`config.mk`:
```
export PLATFORM = sky130hd
export DESIGN_NAME = seq_detector_param
export DESIGN_NICKNAME = d
export VERILOG_FILES = /design/src/rtl/seq_detector_param.sv
export SDC_FILE = /design/constraint.sdc
export NUM_CORES = 1
export LEC_CHECK = 0
export CELL_PAD_IN_SITES_DETAIL_PLACEMENT = 1
export CELL_PAD_IN_SITES_GLOBAL_PLACEMENT = 2
export CORE_UTILIZATION = 30
export DETAILED_ROUTE_END_ITERATION = 10
export PLACE_DENSITY = 0.86
export SYNTH_ARGS = -nofsm -noshare
export SYNTH_HDL_FRONTEND = slang
export SYNTH_SLANG_ARGS = --single-unit
```
`constraint.sdc`:
```
create_clock -name Clock -period 3.3 [get_ports Clock]
set_input_delay 0.33 -clock Clock [delete_from_list [all_inputs] [get_ports Clock]]
set_output_delay 0.33 -clock Clock [all_outputs]
set_load 0.01 [all_outputs]
```
`src/rtl/seq_detector_param.sv`:
```
// Parameterised serial pattern detector: MAXLEN-bit history, runtime-selectable
// pattern/length, overlapping or restart-on-match modes, saturating match counter.
module seq_detector_param #(
   parameter int unsigned MAXLEN = 8,
   parameter int unsigned CNTW   = 8,
   parameter int unsigned LENW   = 4
) (
   input  logic              Clock,
   input  logic              Resetn,
   input  logic              w,
   input  logic              valid,
   input  logic              clear,
   input  logic [MAXLEN-1:0] pattern,
   input  logic [LENW-1:0]   len,
   input  logic              overlap,
   output logic              z,
   output logic [CNTW-1:0]   count,
   output logic              sat
);

   localparam int unsigned FILLW = $clog2(MAXLEN + 1);

   logic [MAXLEN-1:0] r_hist;
   logic [FILLW-1:0]  r_fill;
   logic [CNTW-1:0]   r_count;
   logic              r_z;

   logic [MAXLEN-1:0] w_hist_next;
   logic [MAXLEN-1:0] w_mask;
   logic [FILLW-1:0]  w_fill_inc;
   logic              w_len_ok;
   logic              w_fill_ok;
   logic              w_eq;
   logic              w_hit;

   // Match is judged on the history/fill as they will be after this sample.
   always_comb begin
      w_hist_next = {r_hist[MAXLEN-2:0], w};
      w_fill_inc  = (32'(r_fill) >= MAXLEN) ? r_fill : r_fill + 1'b1;
      w_mask      = '0;
      for (int unsigned i = 0; i < MAXLEN; i++) begin
         if (i < 32'(len)) begin
            w_mask[i] = 1'b1;
         end
      end
      w_len_ok  = (len != '0) && (32'(len) <= MAXLEN);
      w_fill_ok = 32'(w_fill_inc) >= 32'(len);
      w_eq      = ((w_hist_next ^ pattern) & w_mask) == '0;
      w_hit     = w_len_ok && w_fill_ok && w_eq;
   end

   always_ff @(posedge Clock or negedge Resetn) begin
      if (!Resetn) begin
         r_hist  <= '0;
         r_fill  <= '0;
         r_count <= '0;
         r_z     <= 1'b0;
      end else if (clear) begin
         r_hist  <= '0;
         r_fill  <= '0;
         r_count <= '0;
         r_z     <= 1'b0;
      end else if (valid) begin
         r_hist <= w_hist_next;
         // Non-overlapping mode restarts the fill so the next match needs len fresh bits.
         r_fill <= (w_hit && !overlap) ? '0 : w_fill_inc;
         r_z    <= w_hit;
         if (w_hit && (r_count != '1)) begin
            r_count <= r_count + 1'b1;
         end
      end else begin
         r_z <= 1'b0;
      end
   end

   assign z     = r_z;
   assign count = r_count;
   assign sat   = (r_count == '1);

endmodule
```
# Word level (Yosys, flattened, before mapping)
# Cells that the tools add are included.
[totals] reg_bits=20 latch_bits=0 mem_bits_rw=0 rom_bits=0 output_inout_bits=10 wordCells=51 mem_count=0
[classes] addsub=2 mul=0 n_div=0 order_cmp=11 n_eq_ne=2 n_shift=0 mux=19 bitwise=2 n_reduce_logical=11
[ops] cell="two-way mux 8 bit" n=3
[ops] cell="less-than comparator 3 x 4 -> 1 bit, first input constant" n=4
[ops] cell="two-way mux 4 bit" n=4
[ops] cell="two-way mux 7 bit" n=2
[ops] cell="two-way mux 1 bit" n=10
[ops] cell="adder 8 x 1 -> 8 bit, second input constant" n=1
[ops] cell="AND 8 bit" n=1
[ops] cell="== test 8 bit, second input constant" n=1
[ops] cell="logical NOT 8 bit" n=1
[ops] cell="less-than comparator 1 x 4 -> 1 bit, first input constant" n=2
[ops] cell="less-than comparator 2 x 4 -> 1 bit, first input constant" n=2
[ops] cell="!= test 8 bit, second input constant" n=1
[ops] cell="bitwise XOR 8 bit" n=1
[ops] cell="logical AND 1 bit" n=5
[ops] cell="adder 4 x 1 -> 4 bit, second input constant" n=1
[ops] cell=">= comparator 4 bit" n=1
[ops] cell=">= comparator 4 bit, second input constant" n=1
[ops] cell="<= comparator 4 bit, second input constant" n=1
[ops] cell="nonzero test 2 bit" n=2
[ops] cell="nonzero test 4 bit" n=1
[ops] cell="AND reduction 2 bit" n=1
[ops] cell="logical NOT 1 bit" n=1

# Depth between registers and ports, before layout
# Gate-level depths: netlist of run 1.
[depth] word_depth=9 depth_mapped=11 mapped_depth_nobuf=10

# Worst setup path before layout of run 1
# No wires, ideal clock.
[synth_path] kind="register -> register" from="register r_fill[0]" to="register r_count[5], in the netlist count[5]" setup_ns=0.078 arrival_time_ns=2.616 slack_ns=0.606 stages_incl_launch_ff=10 cell_sequence="dfrtp_1 inv_1 ha_1 mux2_2 ha_1 a2111oi_0 a2111oi_2 o2111ai_2 or4_1 a21oi_1"
[synth_via] elab_chain_cells=8
[synth_lines] item="from (decl)" line_no="24" text="logic [FILLW-1:0] r_fill;"
[synth_lines] item="from (signal assigned)" line_no="66" text="r_fill <= (w_hit && !overlap) ? '0 : w_fill_inc;"
[synth_lines] item="adder 4 x 1 -> 4 bit / >= comparator 4 bit (equally long branches)" line_no="39" text="w_fill_inc = (32'(r_fill) >= MAXLEN) ? r_fill : r_fill + 1'b1;"
[synth_lines] item="two-way mux 4 bit (*)" line_no="39"
[synth_lines] item=">= comparator 4 bit (*)" line_no="47" text="w_fill_ok = 32'(w_fill_inc) >= 32'(len);"
[synth_lines] item="logical AND 1 bit (*) (2 in series)" line_no="49" text="w_hit = w_len_ok && w_fill_ok && w_eq;"
[synth_lines] item="logical AND 1 bit (*)" line_no="68" text="if (w_hit && (r_count != '1)) begin"
[synth_lines] item="nonzero test 2 bit (no line) (*)"
[synth_lines] item="AND reduction 2 bit (no line) (*)"
[synth_lines] item="to (signal assigned)" line_no="69" text="r_count <= r_count + 1'b1;"
[synth_lines] item="to (decl)" line_no="25" text="logic [CNTW-1:0] r_count;"
# Mark *: on every way between the ends. The rest lies on a longest branch, timed or not.
# A chain may end at the register's enable or synchronous reset.

# Final worst setup path of run 1
[layout_path] from="register r_fill[0]" to="register r_count[3], in the netlist count[3]"
# Same word-level chain as after synthesis.

==> results.yml, run 1 <==
clock_tree:
  cts_buffer_depth: 2
  clock-root-buffer: "clkbuf_8"
  cts.sinks: 20
  cts.clk_slew.worst_paths_ns: 0.07
  cts_tree: "done"
  cts_hold_buf: 0
  h-tree-depth: 1
  post-cts-setup-buffers: 0
  clock_latency_ns: 0.25
  cts_inserted_buffers: 3
  cts_resized: 0
synthesis:
  yosys_register_bits: 20
  synth-xor-area-share_pct: 6.92
  synthMuxAreaShare_pct: 6.42
  synth_fa_ha_area_share_pct: 6.92
  synth_area_mm2: 0.00127
  syn_nets: 160
  yosysSeqAreaShare_pct: 39.5
  syn_inst: 135
  avgSynthCellArea_um2: 9.38
  yosysUniqueCellTypes: 36
  synthSimpleGateAreaFrac_pct: 20.0
  synth_compound_area_share_pct: 16.1
  yosysWarnings: 0
  synth_top_family_by_area: "simple AND/OR/NAND/NOR gates"
finish:
  multi_input_area_um2: 713
  layout.nets: 190
  stdcell_area_mm2: 0.00164
  final_cells: 213
  fin_util_pct: 40.8
  regArea_um2: 500
  layout-drive-gt1-share_pct: 7.36
  syn2layout_area_growth_pct: 29.8
  fill_cells: 475
  diodes: 0
critical_path:
  cp_common_cell: "ha_1"
  cp_max_fo: 17
  endpoint_kind: "flop"
  slowest_stage: "or4_1"
  cp.arrival_ns: 3.18
  required_ns: 3.46
  critical_path_class: "flop to flop"
  critPathMaxStageDelay_ns: 0.47
  cp-start-kind: "flop"
  crit_path_cell_trace: "inv_1 -> ha_1 -> mux2_2 -> ha_1 -> a2111oi_0 -> a2111oi_2 -> o2111ai_2 -> buf_4 -> or4_1 -> a21oi_1"
timing:
  finalHoldViolations: 0
  rsz0062_at_grt: "no"
  worst_pin_slew_ns: 0.940
  worst_slack_ns: 0.288
  max_freq_mhz: 332
  post-route-period-util_pct: 91.3
  setup_viol: 0
  fin_crit_ns: 3.01
  fin_skew_ns: 0.00161
  max_slew_margin_pct: 37.1
  tns_ns: 0
  maxSlewViolCount: 0
floorplanning:
  start_util_pct: 31.4
  core_area_mm2: 0.00403
  die_area_mm2: 0.00448
  die_x_um: 67.0
  io_pins: 28
  die_y_um: 67.0
  rows: 23
grt:
  grt_pass1_vias: 1223
  overflow: 0
  antenna_found_initial: 0
  grt_max_degree: 22
  grt_first_pass_wirelength_um: 5640
  grt_use_total_pct: 16.8
placed_design:
  gp_congestion: 0.836
  place_inst: 210
  place_area_mm2: 0.00160
  io_buffers: 27
  dp_slack_ns: 0.260
  dpl.hpwl_um: 2410
drt:
  routed_via_density: 5.22
  dr.first_iter.drc_count: 64
  drcViolationCount: 0
  via_count: 1111
  wirelength_um: 3250
  postRouteAntennaNets: 0
  wl_per_cell_um: 15.3
  drt_first_pass_iters: 4
pwr:
  power.density_mw_per_mm2: 297
  cellLeakagePower_nw: 0.690
  ir_drop_mv: 0.127
worst_hold_path:
  hold_path.class: "flop to flop"
run:
  drv_cap: 0
run_status:
  status: "complete, no violations"
==> registers in the layout, summed over array words and instances (netlist names) <==
| name | cells |
|---|---|
| count | 8 |
| r_fill | 4 |
| r_hist | 7 |
| z | 1 |
==> layout make-up <==
| class | instances | share of cell area (%) |
|---|---|---|
| inverters | 9 | 2.05 |
| well taps | 50 | 3.81 |
| flip-flops and latches | 20 | 30.4 |
| clock buffers | 3 | 2.51 |
| repair buffers | 30 | 17.8 |
| multi-input cells | 101 | 43.4 |
==> cell families (layout without fill, tap and decap cells) <==
group | after synthesis | count (layout)
xor+xnor | 10 | 10
simple gates | 47 | 47
compound gates | 29 | 29
fa+ha+maj | 7 | 7
mux | 8 | 8
flops | 20 | 20
buf+inv | 14 | 42
==> stage by stage <==
step / power (mW) / hold WS [ns]
floorplan: 0.295 / 0.0344
global placement: 0.333 / 0.528
detailed placement: 0.336 / 0.550
CTS: 0.496 / 0.565
global route: 0.514 / 0.612
finish: 0.489 / 0.554
==> cells in the final DEF (no fill, tap or decap), types with 2 or more instances in the layout <==
master / count
clkdlybuf4s50_1: 27
dfrtp_1: 20
a21oi_1: 12
nor2_1: 11
nand3_1: 10
inv_1: 9
mux2i_1: 7
ha_1: 7
xnor2_1: 6
nand2_1: 5
nand2b_1: 5
xor2_1: 4
o31ai_1: 4
or4_1: 4
nor3_1: 3
clkbuf_8: 3
buf_4: 3
and3_1: 2
nor4b_1: 2
o21ai_0: 2
==> routing by layer <==
metal | track usage [%] | vias up | part of all wire [%] | wire, um
li1 | - | 543 | - | -
met1 | 21.6 | 542 | 47 | 1540
met2 | 28.4 | 24 | 48 | 1550
met3 | 2.23 | 2 | 4.6 | 150
met4 | 5.59 | 0 | 0.46 | 15
met5 | 0 | - | 0 | 0
==> final timing paths <==
check | from | endpoint | slack (ns) | cells after the start
worst max register to register | r_fill[0] | count[3] | 0.29 | 10
min in group asynchronous | Resetn | count[2] | 0.60 | 1
max in group asynchronous | Resetn | r_hist[4] | 2.13 | 1
worst min-delay path | r_hist[6] | r_hist[6] | 0.55 | 2
worst max-delay path | r_fill[0] | count[3] | 0.29 | 10
worst min register to register | r_hist[6] | r_hist[6] | 0.55 | 2
==> power by group <==
group,switching (mW),internal (mW)
Clock,0.0777,0.0812
Combinational,0.0383,0.0392
Sequential,0.00424,0.248
Total,0.120,0.369
==> cell usage after synthesis (all sizes together) <==
cell type	count	area share [%]
nand3	10	4.0
o21a	1	0.59
and4	1	0.69
o21ai	2	0.79
ha	7	6.9
a2111oi	2	1.9
nor4b	2	1.4
xor2	4	2.8
nor2	12	3.8
nand2	5	1.5
buf	1	0.30
dfrtp	20	40
o41ai	1	0.69
nor3	3	1.2
and3	2	0.99
a21oi	12	4.7
o311ai	1	0.69
xnor2	6	4.2
o2111ai	2	1.9
inv	9	2.7
nand2b	5	2.5
a31oi	1	0.49
or3b	1	0.69
or3	1	0.49
clkbuf	4	1.2
o31ai	4	2.4
or4	4	2.4
nand4	1	0.49
mux2i	7	5.5
o22a	1	0.69
o21ba	1	0.79
mux2	1	0.89
o22ai	1	0.49
==> worst max-delay path: cells and delay by family (launching register included) <==
family                   cells  cell delay, ns
AO/OA/AOI/OAI                4            0.86
adder cells (fa/ha/maj)      2            0.56
AND/OR/NAND/NOR              1            0.47
flip-flops                   1            0.45
buffers and inverters        2            0.31
multiplexers                 1            0.27
(Power assumes the default switching activity.)
==> run 2, diff against run 1 <==
--- a/config.mk
+++ b/config.mk
@@ -7,9 +7,9 @@
 export LEC_CHECK = 0
 export CELL_PAD_IN_SITES_DETAIL_PLACEMENT = 1
 export CELL_PAD_IN_SITES_GLOBAL_PLACEMENT = 2
-export CORE_UTILIZATION = 30
+export CORE_UTILIZATION = 27
 export DETAILED_ROUTE_END_ITERATION = 10
-export PLACE_DENSITY = 0.86
+export PLACE_DENSITY = 0.8
 export SYNTH_ARGS = -nofsm -noshare
 export SYNTH_HDL_FRONTEND = slang
 export SYNTH_SLANG_ARGS = --single-unit
==> results.yml, run 2 (same netlist as run 1, synthesis figures left out) <==
run_status:
  status: "finished with violations"
  failed_checks: "design-rule violations"
placed_design:
  gp_congestion: 0.770
  io_buffers: 27
  dp_slack_ns: 0.250
  dpl.hpwl_um: 2460
drt:
  postRouteAntennaNets: 0
  dr.first_iter.drc_count: 65
  drcViolationCount: 6
  drt_first_pass_iters: 7
  routed_via_density: 5.22
  via_count: 1128
  wirelength_um: 3310
  wl_per_cell_um: 15.3
finish:
  layout.nets: 190
  diodes: 0
  syn2layout_area_growth_pct: 31.1
  largest_register_ffs: 8
  fin_util_pct: 37.4
  final_cell_mix: "27 x clkdlybuf4s50_1, 20 x dfrtp_1, 12 x a21oi_1, 11 x nor2_1, 10 x nand3_1"
  final_common_cell: "clkdlybuf4s50_1"
  layout-drive-gt1-share_pct: 7.93
floorplanning:
  die_y_um: 70.5
  start_util_pct: 28.5
  core_area_mm2: 0.00444
  die_area_mm2: 0.00497
  die_x_um: 70.5
  rows: 24
  io_pins: 28
clock_tree:
  h-tree-depth: 1
  clock-root-buffer: "clkbuf_8"
  cts_tree: "done"
  cts_resized: 0
  post-cts-setup-buffers: 0
  cts.sinks: 20
  cts.clk_slew.worst_paths_ns: 0.08
  clock_latency_ns: 0.26
  cts_buffer_depth: 2
  cts_hold_buf: 0
  cts_inserted_buffers: 3
critical_path:
  critPathBufInv: 2
  crit_path_cell_trace: "inv_1 -> ha_1 -> mux2_2 -> ha_1 -> a2111oi_0 -> a2111oi_2 -> o2111ai_2 -> buf_4 -> or4_1 -> a21oi_1"
  critPathMaxStageDelay_ns: 0.48
  critical_path_class: "flop to flop"
  cp_max_fo: 17
  crit_family: "compound AO/OA/AOI/OAI gates"
  cp_common_cell: "ha_1"
  required_ns: 3.47
  endpoint_kind: "flop"
  slowest_stage: "or4_1"
  cp-start-kind: "flop"
  cp.arrival_ns: 3.23
timing:
  finalHoldViolations: 0
  fin_skew_ns: 0.00161
  max_slew_margin_pct: 37.1
  maxSlewViolCount: 0
  worst_pin_slew_ns: 0.941
  fin_crit_ns: 3.06
  tns_ns: 0
  worst_slack_ns: 0.236
  rsz0062_at_grt: "no"
  max_freq_mhz: 326
  post-route-period-util_pct: 92.9
  setup_viol: 0
worst_hold_path:
  hold_path.class: "flop to flop"
grt:
  grt_max_degree: 22
  grt_pass1_vias: 1176
  antenna_found_initial: 0
  grt_use_total_pct: 14.4
  overflow: 0
  grt_first_pass_wirelength_um: 5670
pwr:
  ir_drop_mv: 0.121
  power.density_mw_per_mm2: 316
  cellLeakagePower_nw: 0.697
run:
  drv_cap: 0
[run 2: cell count changes in the layout (fill, tap and decap cells not counted)]
cell      previous run  this run
clkbuf_8             3         4
[run 2: final cells by class]
class                           instances  area (um^2)
Clock buffer                            4         55.1
Fill cell                             522         2780
Multi-Input combinational cell        101          713
Tap cell                               52         65.1
Sequential cell                        20          500
Inverter                                9         33.8
Timing Repair Buffer                   30          293
[run 2: final timing paths]
check / startpoint / slack [ns] / cells after the start / to
worst max-delay path: r_fill[0] / 0.24 / 10 / count[3]
worst min-delay path: count[7] / 0.54 / 1 / count[7]
worst max register to register: r_fill[0] / 0.24 / 10 / count[3]
worst min register to register: count[7] / 0.54 / 1 / count[7]
max in group asynchronous: Resetn / 2.14 / 1 / r_fill[3]
min in group asynchronous: Resetn / 0.59 / 1 / count[1]
[run 2: through the flow]
step / power, mW / instances / hold slack (ns) / instance area [um^2]
after global placement: 0.333 / 212 / 0.528 / 1610
final: 0.524 / 216 / 0.543 / 1660
after CTS: 0.529 / 216 / 0.550 / 1660
after floorplan: 0.295 / 135 / 0.0344 / 1270
after detailed placement: 0.336 / 212 / 0.537 / 1610
after global routing: 0.547 / 216 / 0.582 / 1660
[run 2: worst register-to-register path, cell delays in order, from the launching register on]
cell and delay [ns]:
dfrtp_1 0.44, inv_1 0.09, ha_1 0.29, mux2_2 0.28
ha_1 0.27, a2111oi_0 0.09, a2111oi_2 0.46, o2111ai_2 0.17
buf_4 0.21, or4_1 0.49, a21oi_1 0.17
[run 2: per-layer routing]
layer  track usage [%]  up-vias  share of wire (%)
li1                  -      546                  -
met1              19.6      559                 48
met2              23.4       21                 47
met3              2.74        2                4.2
met4              3.40        0               0.33
met5                 0        -                  0
[run 2: report_power, final]
| part | switching (mW) | internal (mW) | leakage [nW] |
|---|---|---|---|
| logic | 0.0387 | 0.0392 | 0.391 |
| clock network | 0.0877 | 0.106 | 0.0288 |
| registers | 0.00402 | 0.248 | 0.277 |
